### src/rtl/request_frame_parser.sv
// Front-end for the sensor decoder: turns 2-byte UART frames (address, command) into
// one-shot decoder requests, runs monitoring sessions until a stop frame, and bounds every wait.
module request_frame_parser #(
  parameter int BYTE_TIMEOUT = 5_000_000,
  parameter int DONE_TIMEOUT = 10_000_000
) (
  input  logic        clock_i,
  input  logic        reset_i,
  input  logic [7:0]  rx_data_i,
  input  logic        rx_valid_i,
  input  logic        decoder_finished_i,
  output logic        enable_o,
  output logic [31:0] device_selector_o,
  output logic [7:0]  request_o,
  output logic        busy_o,
  output logic        frame_error_o,
  output logic        decoder_timeout_o
);

  // state      | meaning
  // WAIT_ADDR  | idle, expecting byte0 (device address)
  // WAIT_CMD   | address latched, expecting byte1 (command)
  // ISSUE      | one cycle: present selector/request and pulse enable
  // WAIT_DONE  | one-shot request outstanding, waiting for decoder_finished
  // STREAM     | monitoring session active, expecting stop frame address
  // STREAM_CMD | stop frame address seen, expecting 0x07/0x08
  // STOP_WAIT  | stop forwarded, waiting for decoder_finished
  localparam logic [2:0] WAIT_ADDR  = 3'd0;
  localparam logic [2:0] WAIT_CMD   = 3'd1;
  localparam logic [2:0] ISSUE      = 3'd2;
  localparam logic [2:0] WAIT_DONE  = 3'd3;
  localparam logic [2:0] STREAM     = 3'd4;
  localparam logic [2:0] STREAM_CMD = 3'd5;
  localparam logic [2:0] STOP_WAIT  = 3'd6;

  localparam int TMAX = (BYTE_TIMEOUT > DONE_TIMEOUT) ? BYTE_TIMEOUT : DONE_TIMEOUT;
  localparam int TW   = ($clog2(TMAX) > 24) ? $clog2(TMAX) : 24;
  localparam logic [TW-1:0] BYTE_LAST = TW'(BYTE_TIMEOUT - 1);
  localparam logic [TW-1:0] DONE_LAST = TW'(DONE_TIMEOUT - 1);

  logic [2:0]    state_q, state_d;
  logic [TW-1:0] timer_q, timer_d;
  logic [4:0]    addr_q, addr_d;
  logic [7:0]    cmd_q, cmd_d;
  logic          enable_q, enable_d;
  logic [31:0]   sel_q, sel_d;
  logic [7:0]    req_q, req_d;
  logic          ferr_q, ferr_d;
  logic          dto_q, dto_d;

  always_comb begin
    state_d  = state_q;
    timer_d  = timer_q + TW'(1);
    addr_d   = addr_q;
    cmd_d    = cmd_q;
    enable_d = 1'b0;
    sel_d    = sel_q;
    req_d    = req_q;
    ferr_d   = 1'b0;
    dto_d    = 1'b0;

    case (state_q)
      WAIT_ADDR: begin
        timer_d = '0;
        if (rx_valid_i) begin
          if (rx_data_i <= 8'h1F) begin
            addr_d  = rx_data_i[4:0];
            state_d = WAIT_CMD;
          end else begin
            ferr_d = 1'b1;
          end
        end
      end
      WAIT_CMD: begin
        // A byte arriving on the expiry cycle takes priority over the timeout.
        if (rx_valid_i) begin
          if (rx_data_i <= 8'h06) begin
            cmd_d   = rx_data_i;
            state_d = ISSUE;
          end else begin
            ferr_d  = 1'b1;
            state_d = WAIT_ADDR;
          end
        end else if (timer_q == BYTE_LAST) begin
          ferr_d  = 1'b1;
          state_d = WAIT_ADDR;
        end
      end
      ISSUE: begin
        enable_d = 1'b1;
        sel_d    = 32'd1 << addr_q;
        req_d    = cmd_q;
        state_d  = (cmd_q >= 8'h05) ? STREAM : WAIT_DONE;
      end
      WAIT_DONE, STOP_WAIT: begin
        if (decoder_finished_i) begin
          sel_d   = '0;
          req_d   = 8'h00;
          ferr_d  = rx_valid_i;
          state_d = WAIT_ADDR;
        end else if (timer_q == DONE_LAST) begin
          // Timeout owns this cycle so the two error pulses never overlap.
          dto_d   = 1'b1;
          sel_d   = '0;
          req_d   = 8'h00;
          state_d = WAIT_ADDR;
        end else begin
          ferr_d = rx_valid_i;
        end
      end
      STREAM: begin
        timer_d = '0;
        if (rx_valid_i) begin
          if (rx_data_i == {3'b000, addr_q}) begin
            state_d = STREAM_CMD;
          end else begin
            ferr_d = 1'b1;
          end
        end
      end
      STREAM_CMD: begin
        if (rx_valid_i) begin
          if (rx_data_i == 8'h07 || rx_data_i == 8'h08) begin
            req_d   = rx_data_i;
            state_d = STOP_WAIT;
          end else begin
            ferr_d  = 1'b1;
            state_d = STREAM;
          end
        end else if (timer_q == BYTE_LAST) begin
          ferr_d  = 1'b1;
          state_d = STREAM;
        end
      end
      default: begin
        sel_d   = '0;
        req_d   = 8'h00;
        state_d = WAIT_ADDR;
      end
    endcase

    if (state_d != state_q) timer_d = '0;
  end

  always_ff @(posedge clock_i or posedge reset_i) begin
    if (reset_i) begin
      state_q  <= WAIT_ADDR;
      timer_q  <= '0;
      addr_q   <= '0;
      cmd_q    <= '0;
      enable_q <= 1'b0;
      sel_q    <= '0;
      req_q    <= '0;
      ferr_q   <= 1'b0;
      dto_q    <= 1'b0;
    end else begin
      state_q  <= state_d;
      timer_q  <= timer_d;
      addr_q   <= addr_d;
      cmd_q    <= cmd_d;
      enable_q <= enable_d;
      sel_q    <= sel_d;
      req_q    <= req_d;
      ferr_q   <= ferr_d;
      dto_q    <= dto_d;
    end
  end

  assign enable_o          = enable_q;
  assign device_selector_o = sel_q;
  assign request_o         = req_q;
  assign busy_o            = (state_q != WAIT_ADDR);
  assign frame_error_o     = ferr_q;
  assign decoder_timeout_o = dto_q;

endmodule

### config.mk
export PLATFORM = sky130hd
export DESIGN_NAME = request_frame_parser
export DESIGN_NICKNAME = d
export VERILOG_FILES = /design/src/rtl/request_frame_parser.sv
export SDC_FILE = /design/constraint.sdc
export NUM_CORES = 1
export LEC_CHECK = 0
export CAP_MARGIN = 15
export CORE_AREA = 2 2 130 132
export CTS_BUF_LIST = sky130_fd_sc_hd__clkbuf_4 sky130_fd_sc_hd__clkbuf_8
export CTS_CLUSTER_SIZE = 14
export DETAILED_ROUTE_END_ITERATION = 8
export DIE_AREA = 0 0 132 134
export SYNTH_ARGS = -nofsm -noshare
export SYNTH_HDL_FRONTEND = slang
export SYNTH_SLANG_ARGS = --single-unit
### constraint.sdc
create_clock -name clock_i -period 9.7 [get_ports clock_i]
set_input_delay 2.91 -clock clock_i [delete_from_list [all_inputs] [get_ports clock_i]]
set_output_delay 2.91 -clock clock_i [all_outputs]
set_load 0.1 [all_outputs]
==> metrics.txt, run 1 <==
status finished, final reports clean; CP max stage cell clkdlybuf4s50_1; largest net degree at the start of global routing 84; # resized after CTS 0; Hold WC Path Type reg -> reg; Final setup violation count 0; DR WL/cell 15.9 um; Die Ht 134 um; Reg2Reg Depth 6; RSZ-0062 raised after global routing no; fin crit share 56.0%; chip width 132 um; setup slack at placement 4210 ps; R2R Path Start timer_q[0]; asr flop ratio synth 100%; synthesis-to-layout area growth 24.1%; antenna viol nets, final 0; peak fanout along the critical path 19; M3 GR Usage 2.08%; antenna violations before repair 0; relative max-transition margin 28.9%; CP endpoint busy_o; clock skew 8.09 ps; ant diodes 0; CTS tree done; Leakage 1.94 nW; placed inst area 0.00474 mm2; Via-to-Cell Ratio 4.80; warnings from Yosys 0; Max Fclk 0.184 GHz; CTS sink count 83; Port-buffer cells 55; Initial Util 24.7%; ratio of cells with drive above 1 in the final layout 10.2%; row count 47; M1 GR Usage 16.2%; kind of critical path reg -> out; Nets 421; grt ovf 0; area of the core 0.0163 mm2; fin crit period 5440 ps; Root Buffer clkbuf_8; Total Wirelength 10100 um; Slew Limit Fails 0; routability cong. 0.882; CP max stage delay 1150 ps; register area 0.00208 mm2; I/O Pins 56; R2R Path End timer_q[4]; vias 3036; most frequent cells in the layout 83 x dfrtp_1, 55 x clkdlybuf4s50_1, 24 x nand2_1, 24 x a211oi_1, 20 x nand3_1; number of synthesized flops with an enable pin 0; clock-pin slew on the worst setup and hold paths 80 ps; worst path required time 6790 ps; FF-to-FF setup slack 6700 ps; Post-Syn Area per Cell 11.0 um2; CTS H-tree lvls 3; DR pass1 iterations 4; sequential-to-total area share from yosys stat 51.7%; GRT Util Overall 11.7%; final setup margin 4260 ps; crit path DAT 2530 ps; max_cap viols 0; dpl cells 616; power per cell area 247 mW/mm2; post-detail-place hpwl 6890 um; worst slew pin tran 1070 ps; Filler cells 1672; first-pass GRT wire length 16500 um; Syn Std Cell Area 0.00402 mm2; final hold vios 0; CTS max path bufs 2; area of the multi-input gates 0.00181 mm2; Seq cells post-synth 83; Critical Path Source Type register; ordered cell list for the critical path nor2_1 > nand2_1 > clkdlybuf4s50_1; crit path launch state_q[2]; design area 0.00499 mm2; synth unique cells 54; maximum VDD drop 292 uV; met2 Resource Use GR 17.7%; leading register cell type out of synthesis dfrtp_1; worst skew pair latency 360 ps; Mapped Nets 377; Die Footprint 0.0177 mm2; postcts setup bufs 0; 1st-iter DRT viols 139; Top Usage Layer GRT met2; fin cells 633; Post-Synthesis Cells 364; vias in the first global route 3059; most common cell after layout, fill and taps aside dfrtp_1; Residual DRC 0; Sum Neg Setup Slack 0 ps; CTS Buf Count 9; Setup crit end kind output pin; cts-stage hold buffer count 0
cell type report:
class	count	share of cell area, %
clock buffer	15	3.76
clock inverter	1	0.602
inverter	5	0.401
multi-input combinational	252	36.3
sequential	83	41.6
tap	220	5.52
timing repair buffer	57	11.7
flip-flops by register name, indices dropped and copies added (netlist names):
signal / cells
addr_q: 5
cmd_q: 8
request_o: 8
decoder_timeout_o: 1
device_selector_o: 32
state_q: 3
frame_error_o: 1
enable_o: 1
timer_q: 24
routing by layer:
metal	vias up	share of wire, %
met1	1510	49
li1	1455	-
met3	4	4.1
met2	67	46
met5	-	0
met4	0	0.96
worst min path at each step:
stage / cells after the start / from / slack (ps) / endpoint
2_1_floorplan: 1 / cmd_q[7] / 480 / request_o[7]
3_3_place_gp: 1 / device_selector_o[17] / 470 / device_selector_o[17]
3_5_place_dp: 1 / device_selector_o[17] / 470 / device_selector_o[17]
4_1_cts: 1 / device_selector_o[17] / 500 / device_selector_o[17]
5_1_grt: 1 / device_selector_o[24] / 510 / device_selector_o[24]
6_report: 1 / device_selector_o[17] / 490 / device_selector_o[17]
logic make-up (layout without fill, tap and decap cells):
kind of cell               after synthesis  in the layout  share of synthesized area (%)
AOI/OAI and AO/OA                       94             94                           18.8
muxes                                   12             12                           3.36
xor gates and xnor gates                28             28                           6.10
DFF                                     83             83                           51.7
adders and majority gates                1              1                          0.311
and+or+nand+nor                        117            117                           16.5
buffers and inverters                   29             78                           3.24
through the flow:
stage                     utilization [%]  total power [mW]  hold WS (ps)
after floorplan                         -             0.842           481
after global placement               29.1             0.965           466
after detailed placement             29.1             0.966           468
after CTS                            30.5              1.24           498
after global routing                 30.6              1.28           514
final                                30.6              1.23           491
worst max-delay path: cells and delay by family, from the launching register on:
kind / cells / cell delay [ps]
buffers and inverters: 1 / 1150
DFF: 1 / 710
and+or+nand+nor: 2 / 300
synth_stat cells (2+ instances only):
master	n	area [um2]
nand2_1	24	90.1
a211oi_1	24	180
o21ai_0	6	30.0
a22o_1	10	87.6
or3_1	3	18.8
and3_1	5	31.3
nor2b_1	10	62.6
xor2_1	15	131
a21o_1	5	37.5
nand4_1	5	31.3
a32o_1	9	90.1
xnor2_1	13	114
or4b_1	2	20.0
nand3_1	20	100
a21oi_1	6	30.0
clkbuf_1	19	71.3
inv_1	5	18.8
a31oi_1	3	18.8
buf_6	2	22.5
mux2_2	12	135
nor4_1	5	31.3
dfrtp_1	83	2080
o2bb2ai_1	19	166
nor3_1	10	50.1
buf_2	2	10.0
nor2_1	14	52.6
nand2b_1	6	37.5
power breakdown:
part	total (mW)	switching (mW)	internal, mW
Clock	0.268	0.119	0.149
Sequential	0.454	0.0574	0.397
Combinational	0.508	0.381	0.126
Total	1.23	0.558	0.673
Note: power is estimated with default switching activity, not from simulation.
==> run 2, diff against run 1 <==
==> constraint.sdc (replaced) <==
create_clock -name clock_i -period 4.5 [get_ports clock_i]
set_input_delay 1.35 -clock clock_i [delete_from_list [all_inputs] [get_ports clock_i]]
set_output_delay 1.35 -clock clock_i [all_outputs]
set_load 0.1 [all_outputs]
==> run 2 against run 1 <==
Against the previous run:
- global-route usage is 0.16 points higher
- flip-flop and latch count unchanged
- sequential power rose by 110%
- routed wire length is 0.43% lower
- non-clock buffer count increased by 2
- utilization is 0.061 points lower
- critical path depth grew 4
- first-iteration DRC count rose by 24%
- total power increased by 120%
- cell count increased by 0.32%
- combinational power increased by 110%
- largest cell class unchanged
==> metrics.txt, run 2 (same netlist as run 1, synthesis figures left out) <==
power per cell area 533 mW/mm2; FF-to-FF setup slack 1480 ps; Sw Share 45.9%; GRT Util Overall 11.9%; CP endpoint timer_q[15]; R2R Path End timer_q[15]; area of the core 0.0163 mm2; first-pass GRT wire length 16800 um; peak fanout along the critical path 23; Root Buffer clkbuf_8; Reg power frac 36.7%; total power draw 2.66 mW; CTS H-tree lvls 3; Residual DRC 0; ant diodes 0; worst skew pair latency 350 ps; clock skew 10.1 ps; postcts setup bufs 0; status finished, final reports clean; CTS max path bufs 2; relative max-transition margin 33.0%; clock-pin slew on the worst setup and hold paths 90 ps; antenna viol nets, final 0; Critical Path Source Type input pin; largest net degree at the start of global routing 41; vias 3079; routability cong. 0.831; RSZ-0062 raised after global routing no; Die Footprint 0.0177 mm2; kind of critical path in -> reg; Setup crit end kind register; Initial Util 24.7%; placed inst area 0.00476 mm2; logic gate share of total power 41.2%; crit path DAT 3510 ps; CTS sink count 83; DR pass1 iterations 4; most frequent cells in the layout 83 x dfrtp_1, 54 x clkdlybuf4s50_1, 24 x nand2_1, 24 x a211oi_1, 20 x nand3_1; fin crit share 73.7%; maximum VDD drop 710 uV; cts-stage hold buffer count 0; Max Fclk 0.301 GHz; chip width 132 um; row count 47; max_cap viols 0; max reg flops 32; antenna violations before repair 0; design area 0.00498 mm2; Die Ht 134 um; Sum Neg Setup Slack 0 ps; worst slew pin tran 1000 ps; post-detail-place hpwl 7020 um; fin crit period 3320 ps; Total Wirelength 10000 um; 1st-iter DRT viols 172; Reg2Reg Depth 6; I/O Pins 56; DR WL/cell 15.8 um; clock group share of total power 22.1%; Pint 1.44 mW; grt ovf 0; final hold vios 0; crit path launch rx_valid_i; CTS Buf Count 9; synthesis-to-layout area growth 23.8%; Leakage 1.93 nW; Port-buffer cells 55; CTS tree done; vias in the first global route 3146; Hold WC Path Type reg -> reg; most common cell after layout, fill and taps aside dfrtp_1; Final setup violation count 0; worst path required time 4690 ps; # resized after CTS 0; Via-to-Cell Ratio 4.85; R2R Path Start timer_q[0]; ratio of cells with drive above 1 in the final layout 10.8%; P_sw 1.22 mW; Slew Limit Fails 0; Nets 423
## run 2: critical path: stages
cell and delay [ps]:
clkdlybuf4s50_1 550, or4b_2 680, nor3_1 230, o21ai_0 210
nand2_1 100, buf_4 270, a211oi_1 90
## run 2: worst min path at each step
stage | startpoint | endpoint | cells after the start
after detailed placement | device_selector_o[17] | device_selector_o[17] | 1
final | device_selector_o[16] | device_selector_o[16] | 1
after floorplan | cmd_q[7] | request_o[7] | 1
after global placement | device_selector_o[20] | device_selector_o[20] | 1
after CTS | device_selector_o[16] | device_selector_o[16] | 1
after global routing | device_selector_o[22] | device_selector_o[22] | 1
## run 2: power by group through the flow
stage / Sequential [mW] / Combinational, mW / Clock, mW
finish: 0.975 / 1.09 / 0.587
global route: 0.995 / 1.13 / 0.644
CTS: 0.978 / 1.10 / 0.608
detailed placement: 0.987 / 1.10 / 0
global placement: 0.992 / 1.09 / 0
floorplan: 1.59 / 0.228 / 0
## run 2: per-layer routing
layer  routed length (um)  vias up  share of wire, %  GRT usage [%]
met5                    0        -                 0              0
met3                  429       11               4.3           3.02
met1                 4780     1537                48           16.3
met2                 4600       76                46           17.7
met4                  204        0               2.0           5.19
li1                     -     1455                 -              -
## run 2: area by class of cell
type	instances	area, um2
Timing Repair Buffer	59	578
Fill cell	1702	11300
Multi-Input combinational cell	252	1810
Sequential cell	83	2080
Inverter	5	20.0
Tap cell	220	275
Clock inverter	7	91.3
Clock buffer	9	124
## run 2: per-stage QoR
stage	util [%]	instances	hold slack, ps	setup slack [ps]
after floorplan	-	364	481	1010
after global placement	29.2	619	467	811
after detailed placement	29.2	619	466	789
after CTS	30.6	635	499	1170
after global routing	30.6	635	519	1010
final	30.6	635	493	1180
